===== config.mk =====
export PLATFORM = sky130hd
export DESIGN_NAME = pdp8_tx_arb
export DESIGN_NICKNAME = d
export VERILOG_FILES = /design/src/rtl/pdp8_tx_arb.sv
export SDC_FILE = /design/constraint.sdc
export NUM_CORES = 1
export LEC_CHECK = 0
export ABC_AREA = 0
export CAP_MARGIN = 15
export CORE_ASPECT_RATIO = 0.8
export CORE_MARGIN = 4
export CORE_UTILIZATION = 40
export CTS_CLUSTER_DIAMETER = 100
export DETAILED_ROUTE_END_ITERATION = 12
export PLACE_DENSITY = 0.9
export SYNTH_ARGS = -nofsm -noshare
export SYNTH_HDL_FRONTEND = slang
export SYNTH_SLANG_ARGS = --single-unit

===== constraint.sdc =====
create_clock -name clk -period 4.5 [get_ports clk]
set_clock_uncertainty 0.05 [all_clocks]
set_input_delay 0.9 -clock clk [delete_from_list [all_inputs] [get_ports clk]]
set_output_delay 0.9 -clock clk [all_outputs]
set_load 0.02 [all_outputs]

===== src/rtl/pdp8_tx_arb.sv =====
// Two-requester arbiter sharing one PDP-8 UART transmitter over 4-phase handshakes.
// tx_req rises 1 clk after a sampled request; requesters stall on ackN until the UART acks.
module pdp8_tx_arb #(
   parameter bit PRIO_FIXED = 1'b0
) (
   input  logic       clk,
   input  logic       reset,
   input  logic       req0,
   input  logic [7:0] data0,
   output logic       ack0,
   output logic       empty0,
   input  logic       req1,
   input  logic [7:0] data1,
   output logic       ack1,
   output logic       empty1,
   output logic       tx_req,
   output logic [7:0] tx_data,
   input  logic       tx_ack,
   input  logic       tx_empty,
   output logic [1:0] grant,
   output logic       busy
);

   typedef enum logic [1:0] {
      IDLE  = 2'd0,
      REQ   = 2'd1,
      ACKW  = 2'd2,
      DRAIN = 2'd3
   } state_t;

   state_t     state_q;
   logic [1:0] grant_q;
   logic [7:0] tx_data_q;
   logic       last_grant_q;
   logic       win1_d;

   // Requester 1 wins if it is alone, or on contention when requester 0 went last.
   always_comb begin
      win1_d = 1'b0;
      if (PRIO_FIXED) begin
         win1_d = req1 && !req0;
      end else begin
         win1_d = req1 && (!req0 || !last_grant_q);
      end
   end

   always_ff @(posedge clk) begin
      if (reset) begin
         state_q      <= IDLE;
         grant_q      <= 2'b00;
         tx_data_q    <= 8'h00;
         last_grant_q <= 1'b1;
      end else begin
         case (state_q)
            IDLE: begin
               if (req0 || req1) begin
                  state_q      <= REQ;
                  grant_q      <= win1_d ? 2'b10 : 2'b01;
                  tx_data_q    <= win1_d ? data1 : data0;
                  last_grant_q <= win1_d;
               end
            end
            REQ: begin
               if (tx_ack) begin
                  state_q <= ACKW;
               end
            end
            ACKW: begin
               if (!tx_ack) begin
                  state_q <= DRAIN;
               end
            end
            DRAIN: begin
               // Returning to IDLE forces one idle cycle before the next grant.
               if (tx_empty) begin
                  state_q <= IDLE;
                  grant_q <= 2'b00;
               end
            end
            default: begin
               state_q <= IDLE;
               grant_q <= 2'b00;
            end
         endcase
      end
   end

   logic ack_window;
   assign ack_window = (state_q == REQ) || (state_q == ACKW);

   assign tx_req  = (state_q == REQ);
   assign tx_data = tx_data_q;
   assign grant   = grant_q;
   assign busy    = (state_q != IDLE);
   assign ack0    = tx_ack && grant_q[0] && ack_window;
   assign ack1    = tx_ack && grant_q[1] && ack_window;
   assign empty0  = (state_q == IDLE) && tx_empty;
   assign empty1  = (state_q == IDLE) && tx_empty;

endmodule


==> metrics.txt, run 1 <==
Hold Path Depth=2; Final ANT Viol Nets=0; highest ir drop seen on vdd=0.286 mV; Avg Vias per Cell=4.99; unrepaired setup endpoints after global routing=no; area growth from synthesis to layout=56.7%; average detailed-routed wire length per instance=13.3 um; slew of the pin with the lowest slew margin=~0.65 ns; total overflow reported by the global router=0; Period Utilization, post-route=between 70 and 80%; Post-Layout Inst Area=about 1100 sq um; fill cell count=roughly 130; MaxCap Viol Count=0; gp weighted congestion=0.790; placed instance count=~130; vias in the first global route=647; average cell area after synthesis=around 9 sq um; count of final hold-check violations=0; number of buffers on the longest clock path=2; data arrival time at the worst-slack endpoint=2.21 ns; buffer type at the clock tree root=sky130_fd_sc_hd__clkbuf_4; internal reg-to-reg setup slack=around 2.7 ns; core outline area=about 1700 sq um; DRT Pass-1 Iters=4; Post CTS Setup Buffer Count=0; Clock Pin Slew Worst Setup and Hold Paths=~0.080 ns; HPWL reported at the end of detailed placement=about 1.5 mm; Pleak=~0.44 nW; starting density of the core=about 43%; number of antenna violations at the first check in global routing=0; TritonCTS clock tree=yes; critical register-to-register path startpoint=state_q[1]$_SDFFE_PP0P_; largest fanout on the critical path=3; clock latency at the later pin of the worst-skew pair=between 0.2 and 0.3 ns; DRT iter0 DRCs=8; share of layout cells above drive strength 1=under 10%; r2r endpoint=tx_data[5]$_SDFFE_PP0P_; net count after synthesis=roughly 100; Num CTS Buffers=3; most frequent cells in the layout=sky130_fd_sc_hd__clkdlybuf4s50_1 (37), sky130_fd_sc_hd__dfxtp_1 (13), sky130_fd_sc_hd__nor2_1 (11); Max-slew headroom=between 50% and 60%; number of buffers inserted for hold repair after clock tree synthesis=0; leading cell type in the layout, fill and taps excluded=sky130_fd_sc_hd__clkdlybuf4s50_1; Worst Reg2Reg Path Length in Cells=5; number of input and output port buffers inserted=37; type of origin of the critical path=primary input; Total Routing Usage GR=around 16%; Overall Power=roughly 0.0006 W; number of antenna repair diodes=0; Cell Pwr Density=around 540 nW/um^2; final setup violating endpoints=0; required time reported for the critical path endpoint=between 3 and 4 ns; number of pins with negative max-slew slack in the final report=0; beginning of the worst hold path=tx_data[7]$_SDFFE_PP0P_; number of DRC violations after detailed routing=0; Seq/Total Area, Yosys=36.6%; cell area reported after detailed placement=between 1000 and 1500 sq um; count of clock tree sinks=13; wire length of the first global-routing pass=between 2 and 3 mm; worst setup path class=in2out; maximum clock frequency=approximately 0.32 GHz; Die Outline Area=between 2000 and 3000 sq um; Post-Layout Cell Count=between 100 and 150; result of the run=complete, no violations; Post-Route WL=~1.8 mm; floorplan row count=13; Synth cell types=29; final total negative setup slack=0 ns; worst min path class=reg2reg; pin count of the biggest net entering global routing=19; Endpoint, Worst Hold=tx_data[7]$_SDFFE_PP0P_; number of top-level design ports=38; die outline height=45.7 um; crit path capture type=output port; number of nets in the layout=between 100 and 150; total number of yosys warnings=0; synthesized area=711 sq um; detailed-route via count=678; minimum period implied by the final worst setup slack=3.16 ns; number of register bits inferred by synthesis=13; CTS H-tree lvls=1; final cell utilization of the core=67.1%; number of instances in the synthesized netlist=77; quantity of gates resized following cts=0; die outline width=between 50 and 60 um
-- worst max-delay path by stage --
stage / start / end / slack (ns)
global placement: tx_ack / ack0 / 1.38
global route: tx_ack / ack0 / 1.29
CTS: tx_ack / ack0 / 1.34
detailed placement: tx_ack / ack0 / 1.33
finish: tx_ack / ack0 / 1.34
floorplan: tx_empty / empty1 / 2.23
-- metal layers --
layer  vias to the layer above  part of all wire, %  GRT usage, %  routed length [um]
met1                       301                   41          16.9                 735
met2                        23                   52          26.7                 950
li1                        350                    -             -                   -
met3                         4                  5.5          5.90                 100
met5                         -                    0             0                   0
met4                         0                  1.4          6.80                  25
-- cells by family (layout without fill, tap and decap cells) --
family                   after synthesis  count (layout)  synth area share (%)
flip-flops                            13              13                  36.6
AND/OR/NAND/NOR                       24              24                  17.4
multiplexers                           9               9                  13.4
buffers and inverters                  9              46                  6.16
adder cells (fa/ha/maj)                5               5                  8.80
AO/OA/AOI/OAI                         17              17                  17.6
-- where the power goes --
group          total [W]  switching, W  leakage [nW]  internal (W)
sequential      0.000176     0.0000221         0.108      0.000154
clock          0.0000740     0.0000395        0.0150     0.0000345
combinational   0.000356      0.000186         0.318      0.000170
-- cell usage after synthesis --
cell | count | area share, %
sky130_fd_sc_hd__clkbuf_1 | 1 | 0.53
sky130_fd_sc_hd__nor3b_1 | 1 | 1.1
sky130_fd_sc_hd__nand2b_1 | 1 | 0.88
sky130_fd_sc_hd__nor2_1 | 11 | 5.8
sky130_fd_sc_hd__buf_2 | 2 | 1.4
sky130_fd_sc_hd__o31a_2 | 1 | 1.4
sky130_fd_sc_hd__o31ai_1 | 1 | 1.1
sky130_fd_sc_hd__ha_1 | 5 | 8.8
sky130_fd_sc_hd__or4_1 | 1 | 1.1
sky130_fd_sc_hd__or2_2 | 1 | 0.88
sky130_fd_sc_hd__nor2b_1 | 1 | 0.88
sky130_fd_sc_hd__a21oi_1 | 1 | 0.70
sky130_fd_sc_hd__mux2i_1 | 8 | 11
sky130_fd_sc_hd__o32ai_1 | 1 | 1.2
sky130_fd_sc_hd__and2_1 | 1 | 0.88
sky130_fd_sc_hd__o21ai_0 | 1 | 0.70
sky130_fd_sc_hd__a31oi_1 | 1 | 0.88
sky130_fd_sc_hd__o21a_1 | 1 | 1.1
sky130_fd_sc_hd__inv_1 | 4 | 2.1
sky130_fd_sc_hd__a21boi_1 | 1 | 1.1
sky130_fd_sc_hd__or2b_2 | 1 | 1.2
sky130_fd_sc_hd__dfxtp_1 | 13 | 37
sky130_fd_sc_hd__nand2_1 | 1 | 0.53
sky130_fd_sc_hd__nand3_1 | 1 | 0.70
sky130_fd_sc_hd__mux2_4 | 1 | 2.1
sky130_fd_sc_hd__buf_4 | 2 | 2.1
sky130_fd_sc_hd__nor3_1 | 2 | 1.4
sky130_fd_sc_hd__a211oi_1 | 9 | 9.5
sky130_fd_sc_hd__and3_2 | 2 | 2.1
-- metrics by stage --
stage | hold slack (ns) | worst slack (ns)
3_5_place_dp | 0.440 | 1.33
4_1_cts | 0.452 | 1.34
6_report | 0.450 | 1.34
5_1_grt | 0.480 | 1.29
2_1_floorplan | 0.474 | 2.23
3_3_place_gp | 0.435 | 1.38
-- flip-flops by register name, indices dropped and copies added (netlist names) --
| name | count |
|---|---|
| tx_data | 8 |
| last_grant_q | 1 |
| state_q | 2 |
| grant | 2 |
-- worst max-delay path: stages --
cell	delay (ns)
sky130_fd_sc_hd__clkdlybuf4s50_1	0.52
sky130_fd_sc_hd__and3_2	0.19
sky130_fd_sc_hd__clkdlybuf4s50_1	0.61
-- final cells by class --
class	count	area (sq um)	share of cell area, %
Clock buffer	4	26.3	2.36
Inverter	4	15.0	1.35
Multi-Input combinational cell	55	407	36.5
Sequential cell	13	260	23.4
Tap cell	22	27.5	2.47
Timing Repair Buffer	38	378	33.9
(Power assumes the default switching activity.)
==> run 2, diff against run 1 <==
--- a/config.mk
+++ b/config.mk
@@ -9,10 +9,10 @@
 export CAP_MARGIN = 15
 export CORE_ASPECT_RATIO = 0.8
 export CORE_MARGIN = 4
-export CORE_UTILIZATION = 40
+export CORE_UTILIZATION = 38
 export CTS_CLUSTER_DIAMETER = 100
 export DETAILED_ROUTE_END_ITERATION = 12
-export PLACE_DENSITY = 0.9
+export PLACE_DENSITY = 0.86
 export SYNTH_ARGS = -nofsm -noshare
 export SYNTH_HDL_FRONTEND = slang
 export SYNTH_SLANG_ARGS = --single-unit
==> constraint.sdc (replaced) <==
create_clock -name clk -period 3 [get_ports clk]
set_clock_uncertainty 0.05 [all_clocks]
set_input_delay 0.6 -clock clk [delete_from_list [all_inputs] [get_ports clk]]
set_output_delay 0.6 -clock clk [all_outputs]
set_load 0.02 [all_outputs]
==> run 2 against run 1 <==
Net effect:
- utilization is 0.85 points lower
- largest cell class unchanged
- critical path depth unchanged
- sequential share of layout area is 0.16 points lower
- first-iteration DRC count rose by 25%
- global-route usage fell by 1.4 points
- combinational power is 49% higher
- clock power up 46%
==> metrics.txt, run 2 (synthesis results as in run 1) <==
result of the run=complete, no violations (unchanged); final total negative setup slack=0 ns (unchanged); die outline width=56.4 um (was 55.1 um); top routing layer in use=met4 (unchanged); worst hold slack after final layout=0.454 ns (was 0.450 ns); Worst Reg2Reg Path Length in Cells=5 (unchanged); Overall Power=0.000902 W (was 0.000607 W); average detailed-routed wire length per instance=12.4 um (was 13.3 um); number of antenna violations at the first check in global routing=0 (unchanged); detailed-routed wire length on met2=809 um (was 950 um); share of layout cells above drive strength 1=9.57% (was 8.77%); Die Outline Area=2630 sq um (was 2520 sq um); data arrival time at the worst-slack endpoint=1.91 ns (was 2.21 ns); Period Utilization, post-route=a little under nine tenths; beginning of the worst hold path=tx_data[7]$_SDFFE_PP0P_ (unchanged); number of buffers on the longest clock path=2 (unchanged); floorplan row count=13 (unchanged); required time reported for the critical path endpoint=2.35 ns (was 3.55 ns); slew of the pin with the lowest slew margin=0.571 ns (was 0.651 ns); number of DRC violations after detailed routing=0 (unchanged); length of routed met3 wiring=149 um (was 100 um); Cell Pwr Density=804 nW/um^2 (was 545 nW/um^2); area growth from synthesis to layout=57.7% (was 56.7%); count of clock tree sinks=13 (unchanged); CTS H-tree lvls=1 (unchanged); Total Routing Usage GR=14.2% (was 15.5%); final setup violating endpoints=0 (unchanged); most frequent cells in the layout=sky130_fd_sc_hd__clkdlybuf4s50_1 (37), sky130_fd_sc_hd__dfxtp_1 (13), sky130_fd_sc_hd__nor2_1 (11) (unchanged); Clock Pin Slew Worst Setup and Hold Paths=0.07 ns (was 0.08 ns); Max-slew headroom=61.9% (was 56.5%); core outline area=1690 sq um (was 1660 sq um); leading cell type in the layout, fill and taps excluded=sky130_fd_sc_hd__clkdlybuf4s50_1 (unchanged); critical register-to-register path startpoint=state_q[0]$_SDFFE_PP0P_ (was state_q[1]$_SDFFE_PP0P_); internal reg-to-reg setup slack=1.23 ns (was 2.69 ns); maximum clock frequency=between 0.3 and 0.4 GHz; total overflow reported by the global router=0 (unchanged); DRT iter0 DRCs=10 (was 8); minimum period implied by the final worst setup slack=between 2 and 3 ns; unrepaired setup endpoints after global routing=no (unchanged); wire length of the first global-routing pass=2.88 mm (was 2.77 mm); fill cell count=141 (was 133); DRT met1 WL=736 um (was 735 um); HPWL reported at the end of detailed placement=1.40 mm (was 1.48 mm); Endpoint, Worst Hold=tx_data[7]$_SDFFE_PP0P_ (unchanged); Hold Path Depth=2 (unchanged); r2r endpoint=tx_data[5]$_SDFFE_PP0P_ (unchanged); pin count of the biggest net entering global routing=19 (unchanged); number of top-level design ports=38 (unchanged); detailed-route via count=695 (was 678); type of origin of the critical path=primary input (unchanged); number of buffers inserted for hold repair after clock tree synthesis=0 (unchanged); Post CTS Setup Buffer Count=0 (unchanged); quantity of gates resized following cts=0 (unchanged); Pleak=0.446 nW (was 0.441 nW); die outline height=46.7 um (was 45.7 um); crit path capture type=output port (unchanged); worst setup path class=in2out (unchanged); Post-Route WL=1.70 mm (was 1.81 mm); Avg Vias per Cell=5.07 (was 4.99); buffer type at the clock tree root=sky130_fd_sc_hd__clkbuf_4 (unchanged); vias in the first global route=678 (was 647); highest ir drop seen on vdd=0.453 mV (was 0.286 mV); largest fanout on the critical path=3 (unchanged); number of antenna repair diodes=0 (unchanged); number of nets in the layout=143 (was 142); TritonCTS clock tree=yes (unchanged); worst min path class=reg2reg (unchanged); DRT Pass-1 Iters=6 (was 4); Num CTS Buffers=3 (unchanged); Final ANT Viol Nets=0 (unchanged); starting density of the core=42.0% (was 42.8%); clock latency at the later pin of the worst-skew pair=0.27 ns (was 0.28 ns); number of input and output port buffers inserted=37 (unchanged); gp weighted congestion=0.773 (was 0.790); count of final hold-check violations=0 (unchanged); flip-flop count of the largest register after layout=8 (unchanged); number of pins with negative max-slew slack in the final report=0 (unchanged); MaxCap Viol Count=0 (unchanged)
==> run 2: cell count changes in the layout (fill, tap and decap cells not counted) <==
cell                    previous run  this run
sky130_fd_sc_hd__buf_4             1         2
==> run 2: area by class of cell <==
type | instances | area [sq um] | area share [%]
Clock buffer | 4 | 26.3 | 2.34
Inverter | 4 | 15.0 | 1.34
Multi-Input combinational cell | 55 | 407 | 36.3
Sequential cell | 13 | 260 | 23.2
Tap cell | 22 | 27.5 | 2.46
Timing Repair Buffer | 39 | 385 | 34.4
==> run 2: worst max-delay path by stage <==
stage / start / slack [ns] / depth (start not counted) / to
3_3_place_gp: tx_ack / 0.47 / 3 / ack1
2_1_floorplan: state_q[0]$_SDFFE_PP0P_ / 1.25 / 4 / empty1
6_report: tx_ack / 0.44 / 3 / ack0
4_1_cts: tx_ack / 0.44 / 3 / ack0
5_1_grt: tx_ack / 0.40 / 3 / ack0
3_5_place_dp: tx_ack / 0.44 / 3 / ack0
==> run 2: routing by layer <==
layer | track usage, % | vias up
li1 | - | 350
met1 | 16.1 | 317
met2 | 26.8 | 26
met3 | 4.48 | 2
met4 | 2.84 | 0
met5 | 0 | -
==> run 2: critical path, cell delays in order <==
cell,delay (ns)
sky130_fd_sc_hd__clkdlybuf4s50_1,0.52
sky130_fd_sc_hd__and3_2,0.19
sky130_fd_sc_hd__clkdlybuf4s50_1,0.59
==> run 2: metrics by stage <==
step | setup WS (ns) | util (%) | instance area (sq um) | cells
2_1_floorplan | 1.25 | - | 711 | 77
3_3_place_gp | 0.474 | 64.7 | 1090 | 133
3_5_place_dp | 0.444 | 64.7 | 1090 | 133
4_1_cts | 0.443 | 66.3 | 1120 | 137
5_1_grt | 0.402 | 66.3 | 1120 | 137
6_report | 0.443 | 66.3 | 1120 | 137
==> run 2: report_power, final <==
part	switching (W)	internal, W	total, W
registers	0.0000333	0.000231	0.000264
logic	0.000273	0.000256	0.000529
clock network	0.0000564	0.0000514	0.000108
total	0.000363	0.000539	0.000902
==> run 3, diff against run 2 <==
--- a/config.mk
+++ b/config.mk
@@ -5,14 +5,15 @@
 export SDC_FILE = /design/constraint.sdc
 export NUM_CORES = 1
 export LEC_CHECK = 0
-export ABC_AREA = 0
 export CAP_MARGIN = 15
 export CORE_ASPECT_RATIO = 0.8
 export CORE_MARGIN = 4
 export CORE_UTILIZATION = 38
 export CTS_CLUSTER_DIAMETER = 100
 export DETAILED_ROUTE_END_ITERATION = 12
+export GPL_ROUTABILITY_DRIVEN = 0
 export PLACE_DENSITY = 0.86
+export SKIP_LAST_GASP = 1
 export SYNTH_ARGS = -nofsm -noshare
 export SYNTH_HDL_FRONTEND = slang
 export SYNTH_SLANG_ARGS = --single-unit
==> results of run 3 <==
No change in the layout: final DEF, timing and power equal those of run 2.
